### src/rtl/alu_share_arbiter.sv
// ---------------------------------------------------------------------------
// alu_share_arbiter
//
// Time-shares one external combinational ALU between two requesters.
// Requests arrive on valid/ready channels and are arbitrated round-robin.
// The winner's operands are registered and drive the ALU for one EXEC cycle.
// The ALU output is then captured and returned on the winner's response
// channel, where it is held until the requester takes it.
//
// Ports:
//   clk, rst_n                  clock (rising edge), async active-low reset
//   req{0,1}_valid/_ready       request handshake per requester
//   req{0,1}_a/_b/_ctrl         operands and ALU opcode per requester
//   rsp{0,1}_valid/_ready       response handshake per requester
//   rsp_result, rsp_zero        captured ALU result/zero (shared by both)
//   alu_a, alu_b, alu_ctrl      operands steered to the external ALU
//   alu_result, alu_zero        external ALU outputs
//   busy                        high whenever an operation is in flight
// ---------------------------------------------------------------------------
module alu_share_arbiter #(
  parameter int WIDTH  = 32,
  parameter int CTRL_W = 4
) (
  input  logic              clk,
  input  logic              rst_n,
  input  logic              req0_valid,
  output logic              req0_ready,
  input  logic [WIDTH-1:0]  req0_a,
  input  logic [WIDTH-1:0]  req0_b,
  input  logic [CTRL_W-1:0] req0_ctrl,
  input  logic              req1_valid,
  output logic              req1_ready,
  input  logic [WIDTH-1:0]  req1_a,
  input  logic [WIDTH-1:0]  req1_b,
  input  logic [CTRL_W-1:0] req1_ctrl,
  output logic              rsp0_valid,
  input  logic              rsp0_ready,
  output logic              rsp1_valid,
  input  logic              rsp1_ready,
  output logic [WIDTH-1:0]  rsp_result,
  output logic              rsp_zero,
  output logic [WIDTH-1:0]  alu_a,
  output logic [WIDTH-1:0]  alu_b,
  output logic [CTRL_W-1:0] alu_ctrl,
  input  logic [WIDTH-1:0]  alu_result,
  input  logic              alu_zero,
  output logic              busy
);

  typedef enum logic [1:0] {
    IDLE = 2'd0,
    EXEC = 2'd1,
    RESP = 2'd2
  } state_t;

  state_t             state_reg, state_next;
  logic               last_grant_reg;
  logic               owner_reg;
  logic [WIDTH-1:0]   op_a_reg, op_b_reg;
  logic [CTRL_W-1:0]  op_ctrl_reg;
  logic [1:0]         rsp_valid_reg;
  logic [WIDTH-1:0]   rsp_result_reg;
  logic               rsp_zero_reg;

  logic [1:0]         rsp_ready_vec;
  logic [1:0]         rsp_hs_vec;
  logic               rsp_hs;
  logic               accept_window;
  logic               grant0, grant1;
  logic               accept;
  logic               grant_id;

  // Only the owner's valid bit is ever set, so OR-ing the per-channel
  // handshakes gives the handshake of the current response.
  assign rsp_ready_vec = {rsp1_ready, rsp0_ready};

  generate
    for (genvar gi = 0; gi < 2; gi++) begin : g_rsp_hs
      assign rsp_hs_vec[gi] = rsp_valid_reg[gi] & rsp_ready_vec[gi];
    end
  endgenerate

  assign rsp_hs = (state_reg == RESP) & (|rsp_hs_vec);

  // A new operation may start when idle, or when the pending response
  // retires this very cycle (gives one op per two cycles back-to-back).
  assign accept_window = (state_reg == IDLE) | rsp_hs;

  // Round-robin: on contention the requester that did not win last time
  // gets the grant. last_grant resets to 1 so requester 0 wins first.
  always_comb begin
    grant0 = 1'b0;
    grant1 = 1'b0;
    if (accept_window) begin
      if (req0_valid && req1_valid) begin
        grant0 = last_grant_reg;
        grant1 = ~last_grant_reg;
      end else begin
        grant0 = req0_valid;
        grant1 = req1_valid;
      end
    end
  end

  assign accept     = grant0 | grant1;
  assign grant_id   = grant1;
  assign req0_ready = grant0;
  assign req1_ready = grant1;

  always_comb begin
    state_next = state_reg;
    case (state_reg)
      IDLE:    if (accept) state_next = EXEC;
      EXEC:    state_next = RESP;
      RESP:    if (rsp_hs) state_next = accept ? EXEC : IDLE;
      default: state_next = IDLE;
    endcase
  end

  always_ff @(posedge clk or negedge rst_n) begin
    if (!rst_n) begin
      state_reg <= IDLE;
    end else begin
      state_reg <= state_next;
    end
  end

  always_ff @(posedge clk or negedge rst_n) begin
    if (!rst_n) begin
      last_grant_reg <= 1'b1;
      owner_reg      <= 1'b0;
      op_a_reg       <= '0;
      op_b_reg       <= '0;
      op_ctrl_reg    <= '0;
      rsp_valid_reg  <= 2'b00;
      rsp_result_reg <= '0;
      rsp_zero_reg   <= 1'b0;
    end else begin
      // Operands are sampled only on accept, so they stay stable on the
      // ALU from EXEC through the whole RESP phase.
      if (accept) begin
        op_a_reg       <= grant_id ? req1_a    : req0_a;
        op_b_reg       <= grant_id ? req1_b    : req0_b;
        op_ctrl_reg    <= grant_id ? req1_ctrl : req0_ctrl;
        owner_reg      <= grant_id;
        last_grant_reg <= grant_id;
      end
      if (state_reg == EXEC) begin
        rsp_result_reg <= alu_result;
        rsp_zero_reg   <= alu_zero;
        rsp_valid_reg  <= owner_reg ? 2'b10 : 2'b01;
      end else if (rsp_hs) begin
        rsp_valid_reg  <= 2'b00;
      end
    end
  end

  assign alu_a      = op_a_reg;
  assign alu_b      = op_b_reg;
  assign alu_ctrl   = op_ctrl_reg;
  assign rsp0_valid = rsp_valid_reg[0];
  assign rsp1_valid = rsp_valid_reg[1];
  assign rsp_result = rsp_result_reg;
  assign rsp_zero   = rsp_zero_reg;
  assign busy       = (state_reg != IDLE);

endmodule

### config.mk
export PLATFORM = sky130hd
export DESIGN_NAME = alu_share_arbiter
export DESIGN_NICKNAME = d
export VERILOG_FILES = /design/src/rtl/alu_share_arbiter.sv
export SDC_FILE = /design/constraint.sdc
export NUM_CORES = 1
export LEC_CHECK = 0
export CAP_MARGIN = 20
export CORE_AREA = 2 2 125 127
export CTS_BUF_LIST = sky130_fd_sc_hd__clkbuf_16
export DETAILED_ROUTE_END_ITERATION = 10
export DIE_AREA = 0 0 127 129
export GPL_TIMING_DRIVEN = 0
export PLACE_DENSITY = 0.69
export SYNTH_ARGS = -nofsm -noshare
export SYNTH_HDL_FRONTEND = slang
export SYNTH_SLANG_ARGS = --single-unit
### constraint.sdc
create_clock -name clk -period 2.35 [get_ports clk]
set_clock_uncertainty 0.15 [all_clocks]
set_input_delay 0.235 -clock clk [delete_from_list [all_inputs] [get_ports clk]]
set_output_delay 0.235 -clock clk [all_outputs]
set_load 0.005 [all_outputs]
==> out/metrics.cfg, run 1 <==
[run_status]
outcome = finished, final reports clean

[finish]
final_common_cell = clkdlybuf4s50_1
final_cells = 880
antenna_cells = 0
mostFrequentLayoutCells = clkdlybuf4s50_1 (278), dfrtp_1 (106), a21oi_1 (72), nor2_1 (69), mux2i_1 (68)
final_net_count = 863
syn_to_final_growth_pct = 71.2
design_area_um2 = 8050
drive_gt1_share_pct = 7.95

[synth]
syn_nets = 571
syn_inst = 396
synthesis.area_um2 = 4700
synth-seq-area-share_pct = 57.0
ys_warn_count = 0
synth_cell_type_count = 22
avgSynthCellArea_um2 = 11.9
ys_ff_latch = 107

[clocking]
cts_sinks = 107
cts_tree = built
cts_inserted_buffers = 9
htree_levels = 3
cts-root-buf = clkbuf_16
path_clk_slew_ns = 0.07
clock_path_buffers = 2
worstSkewPairLatency_ns = 0.34

[global_routing]
grt_max_degree = 58
overflow = 0
antenna_found_initial = 0
grt_pass1_vias = 4370
globalRouteTotalUtil_pct = 17.4
grt_pass1_wl_mm = 22.2

[floorplanning]
initial_utilization_pct = 31.4
die_y_um = 129
io_pins = 281
die_area_um2 = 16400
fp.dieW_um = 127
rows = 45
core_um2 = 15000

[sta]
post-route-min-period_ns = 2.24
fin_ws_ns = 0.114
fin_hold_ws_ns = 0.304
rsz0062_at_grt = no
timing.final.crit_share_pct = 95.2
tightest_slew_ns = 0.667
setup_violations = 0
max_freq_mhz = 447
slew_viol_final = 0
slew_headroom_pct = 55.5
hold_violations = 0

[routing]
via_per_inst = 4.68
vias = 4117
final_antenna_net_count = 0
dr.pass1.iters = 4
routed_wl_mm = 14.4
drcViolationCount = 0
routedWlPerCell_um = 16.4
drt_iter0_drc = 161

[worst_setup_path]
slowest_delay_ns = 0.48
rr_worst_depth = 6
path_class = flip-flop to primary output
cpLargestDelayFamily = compound AO/OA/AOI/OAI gates
path_depth = 5
crit_required_ns = 1.97
critPathLaunchType = flip-flop
cp_num_buf_inv = 1
crit_path_end_kind = primary output
crit_chain = a22oi_2, a21oi_2, nand2_1, a21oi_1, clkdlybuf4s50_1
cp_slowest_cell = clkdlybuf4s50_1
cp.arrival_ns = 1.85
cp_max_fo = 6

[place]
placedCellCount = 865
placed_cell_area_um2 = 7760
io_buffers = 280
hpwlAfterDp_mm = 11.5
place.gp.congestion = 0.744
post-place-ws_ns = -0.0947

[power_and_ir_drop]
leakage_nw = 3.58
ir_drop_uv = 586
p_per_area_nw_per_um2 = 1190

[hold_path]
hp-class = primary input to asynchronous set/reset pin

[run]
cap_viol_max_count = 0

-- synth_stat cells, drive strengths merged --
| library cell | count | area share [%] |
|---|---|---|
| a211oi | 1 | 0.27 |
| nand2 | 3 | 0.24 |
| buf | 28 | 4.7 |
| nand2b | 1 | 0.13 |
| inv | 2 | 0.16 |
| a22oi | 1 | 0.27 |
| nor2 | 69 | 5.5 |
| a31oi | 1 | 0.13 |
| o22ai | 2 | 0.27 |
| nand3b | 1 | 0.43 |
| dfrtp | 106 | 56 |
| mux2 | 33 | 7.9 |
| dfstp | 1 | 0.56 |
| o21ai | 3 | 0.32 |
| a21oi | 74 | 8.0 |
| mux2i | 68 | 14 |
| or2 | 1 | 0.13 |
| a21o | 1 | 0.16 |
-- cell families after synthesis --
| family | count (synthesis) | share of synthesized area (%) |
|---|---|---|
| mux | 101 | 22.4 |
| compound gates | 83 | 9.37 |
| simple gates | 75 | 6.44 |
| flops | 107 | 57.0 |
| buf+inv | 30 | 4.82 |
-- cell type report --
class / instances / area (um2)
inverter: 2 / 7.51
tap: 188 / 235
multi-input combinational: 259 / 1800
fill: 1307 / 6930
buffer: 27 / 208
sequential: 107 / 2680
clock buffer: 9 / 225
timing repair buffer: 282 / 2840
clock inverter: 6 / 58.8
-- layer usage --
metal | global-route usage [%] | part of all wire [%] | vias to the layer above
met5 | 0 | 0 | -
met4 | 6.72 | 2.2 | 0
met3 | 4.32 | 7.1 | 23
met2 | 31.7 | 52 | 171
met1 | 19.7 | 39 | 1974
li1 | - | - | 1949
-- power breakdown --
part | total [mW] | switching [mW] | internal [mW]
logic | 4.82 | 1.96 | 2.86
registers | 3.32 | 0.527 | 2.79
clock network | 1.45 | 0.641 | 0.813
total | 9.59 | 3.13 | 6.46
-- metrics by stage --
step / util (%) / setup TNS [ns] / power (mW)
6_report: 53.7 / 0 / 9.59
5_1_grt: 53.7 / 0 / 10.3
4_1_cts: 53.7 / 0 / 9.73
3_5_place_dp: 51.8 / -0.0947 / 8.25
3_3_place_gp: 51.7 / -321.01 / 8.08
2_1_floorplan: - / 0 / 5.41
-- path summary, 6_finish.rpt --
check | from | endpoint | slack (ns)
worst min register to register | rsp_result[11]$_DFFE_PN0N_ | rsp_result[11]$_DFFE_PN0N_ | 0.35
worst max register to register | last_grant_reg$_DFFE_PN1P_ | alu_b[12]$_DFFE_PN0P_ | 0.38
worst max-delay path | rsp_valid_reg[0]$_DFFE_PN0P_ | req0_ready | 0.11
max in group asynchronous | rst_n | last_grant_reg$_DFFE_PN1P_ | 1.00
worst min-delay path | rst_n | rsp_result[26]$_DFFE_PN0N_ | 0.30
min in group clk | alu_result[21] | rsp_result[21]$_DFFE_PN0N_ | 0.34
-- timing repair --
item	CTS	global route
setup buffers	0	0
hold endpoints to repair	50	0
gates resized for setup	1	1
pin swaps	0	2
endpoints found under the setup margin	1	1
hold buffers	1	0
Power figures use the tool's default switching activity.
==> run 2: changes to the inputs <==
--- a/config.mk
+++ b/config.mk
@@ -5,6 +5,7 @@
 export SDC_FILE = /design/constraint.sdc
 export NUM_CORES = 1
 export LEC_CHECK = 0
+export ABC_CLOCK_PERIOD_IN_PS = 2500
 export CAP_MARGIN = 20
 export CORE_AREA = 2 2 125 127
 export CTS_BUF_LIST = sky130_fd_sc_hd__clkbuf_16
@@ -15,3 +16,4 @@
 export SYNTH_ARGS = -nofsm -noshare
 export SYNTH_HDL_FRONTEND = slang
 export SYNTH_SLANG_ARGS = --single-unit
+export TNS_END_PERCENT = 20
==> constraint.sdc (replaced) <==
create_clock -name clk -period 2.5 [get_ports clk]
set_clock_uncertainty 0.15 [all_clocks]
set_input_delay 0.25 -clock clk [delete_from_list [all_inputs] [get_ports clk]]
set_output_delay 0.25 -clock clk [all_outputs]
set_load 0.005 [all_outputs]
==> out/metrics.cfg, run 2 (synthesis gave the netlist of run 1 again) <==
[run_status]
outcome = finished, final reports clean

[routing]
drt_iter0_drc = 162  ; +0.62%
dr.pass1.iters = 4  ; unchanged
routedWlPerCell_um = 16.5  ; +0.50%
via_per_inst = 4.66  ; -0.38%
final_antenna_net_count = 0  ; unchanged
vias = 4106  ; -0.27%
drcViolationCount = 0  ; unchanged
routed_wl_mm = 14.5  ; +0.61%

[worst_setup_path]
critPathLaunchType = flip-flop
path_class = flip-flop to primary output
cp_max_fo = 10  ; +4
r2r-end = alu_b[12]$_DFFE_PN0P_
cp.arrival_ns = 1.92  ; +0.07 ns
crit_required_ns = 2.10  ; +0.13 ns
crit_path_end_kind = primary output
rr_worst_depth = 6  ; unchanged
r2r_slack_ns = 0.64  ; +0.26 ns
r2r_start = last_grant_reg$_DFFE_PN1P_

[sta]
timing.final.crit_share_pct = 93.0
slew_viol_final = 0  ; unchanged
tightest_slew_ns = 0.669  ; +0.00235 ns
setup_violations = 0  ; unchanged
rsz0062_at_grt = no
post-route-min-period_ns = 2.32
slew_headroom_pct = 55.4  ; -0.16 points
fin_ws_ns = 0.176  ; +0.0618 ns
hold_violations = 0  ; unchanged
max_freq_mhz = 430

[global_routing]
grt_pass1_wl_mm = 22.3  ; +0.25%
globalRouteTotalUtil_pct = 17.5  ; +0.062 points
grt_max_degree = 58  ; unchanged
grt_pass1_vias = 4378  ; +0.18%
overflow = 0  ; unchanged
antenna_found_initial = 0  ; unchanged

[finish]
design_area_um2 = 8060  ; about the same
final_net_count = 864  ; +0.12%
final_core_util_pct = 53.8  ; about the same
final_common_cell = clkdlybuf4s50_1
drive_gt1_share_pct = 7.94  ; -0.011 points
syn_to_final_growth_pct = 71.4  ; about the same
mostFrequentLayoutCells = clkdlybuf4s50_1 (278), dfrtp_1 (106), a21oi_1 (73), nor2_1 (69), mux2i_1 (68)
antenna_cells = 0  ; unchanged

[power_and_ir_drop]
ir_drop_uv = 551  ; -5.9%
p_per_area_nw_per_um2 = 1120  ; -6.0%
seqPwrFrac_pct = 34.5  ; about the same
power.internal_mw = 6.08  ; -5.9%
leakage_nw = 3.58  ; +0.16%
p_clk_share_pct = 15.2  ; about the same
p_sw_mw = 2.94  ; -5.9%
p_comb_share_pct = 50.2  ; about the same
swShare_pct = 32.6  ; about the same

[clocking]
path_clk_slew_ns = 0.07  ; about the same
cts_sinks = 107  ; unchanged
cts_inserted_buffers = 9  ; unchanged
worstSkewPairLatency_ns = 0.34  ; about the same
postCtsSetupBuffers = 0  ; unchanged
clock_path_buffers = 2  ; unchanged
htree_levels = 3  ; unchanged
cts-root-buf = clkbuf_16
cts_tree = built

[floorplanning]
die_area_um2 = 16400  ; unchanged
core_um2 = 15000  ; unchanged
die_y_um = 129  ; unchanged
io_pins = 281  ; unchanged
initial_utilization_pct = 31.4  ; unchanged
fp.dieW_um = 127  ; unchanged
rows = 45  ; unchanged

[place]
hpwlAfterDp_mm = 11.5  ; unchanged
io_buffers = 280  ; unchanged
post-place-ws_ns = 0.0253  ; +0.120 ns
place.gp.congestion = 0.744  ; unchanged
placed_cell_area_um2 = 7760  ; unchanged

[hold_path]
hp-class = primary input to asynchronous set/reset pin

[run]
cap_viol_max_count = 0  ; unchanged

==> run 2: cell count changes in the layout (fill, tap and decap cells not counted), sizes merged <==
cell,previous run,this run
buf,29,30
==> run 2: repair_timing <==
item                                    4_1_cts  5_1_grt
endpoints found under the hold margin        50        0
endpoints found under the setup margin        1        0
resized for setup                             1        0
hold buffers                                  1        0
==> run 2: worst max-delay path by stage <==
stage | cells after the start | end | slack, ns | start
finish | 7 | req1_ready | 0.18 | last_grant_reg$_DFFE_PN1P_
CTS | 7 | req1_ready | 0.13 | last_grant_reg$_DFFE_PN1P_
global route | 5 | req0_ready | 0.05 | rsp_valid_reg[0]$_DFFE_PN0P_
global placement | 1 | alu_a[26]$_DFFE_PN0P_ | -2.88 | rst_n
floorplan | 7 | alu_a[0]$_DFFE_PN0P_ | 0.88 | last_grant_reg$_DFFE_PN1P_
detailed placement | 8 | req1_ready | 0.03 | req0_valid
==> run 2: metal layers <==
metal | global-route usage [%] | wire (um) | vias up
li1 | - | - | 1951
met1 | 19.7 | 5620 | 1963
met2 | 31.9 | 7510 | 168
met3 | 4.32 | 1050 | 24
met4 | 6.72 | 333 | 0
met5 | 0 | 0 | -
==> run 2: area by class of cell <==
cell class	instances	area [um2]
plain buffers	28	219
clock inverters	6	58.8
clock buffers	9	225
fillers	1307	6920
well taps	188	235
flip-flops and latches	107	2680
repair buffers	282	2840
inverters	2	7.51
multi-input cells	259	1800
==> run 2: through the flow <==
step | total power, mW | setup TNS, ns | instances | hold WS (ns)
2_1_floorplan | 5.08 | 0 | 396 | -0.196
3_3_place_gp | 7.60 | -306.48 | 864 | 0.325
3_5_place_dp | 7.75 | 0 | 865 | 0.168
4_1_cts | 9.16 | 0 | 881 | 0.330
5_1_grt | 9.66 | 0 | 881 | 0.348
6_report | 9.02 | 0 | 881 | 0.320
==> run 2: critical path: stages, from the launching register on <==
cell and delay, ns:
dfstp_2 0.55, nand2_1 0.09, nand3b_4 0.09, buf_6 0.14, buf_6 0.19, buf_6 0.19, a21oi_2 0.05, dlygate4sd2_1 0.29
==> run 2: power groups by stage <==
| stage | Combinational (mW) | Sequential (mW) | Clock, mW |
|---|---|---|---|
| floorplan | 1.92 | 3.16 | 0 |
| global route | 4.94 | 3.23 | 1.49 |
| finish | 4.53 | 3.12 | 1.37 |
| detailed placement | 4.60 | 3.15 | 0 |
| CTS | 4.62 | 3.13 | 1.42 |
| global placement | 4.51 | 3.09 | 0 |
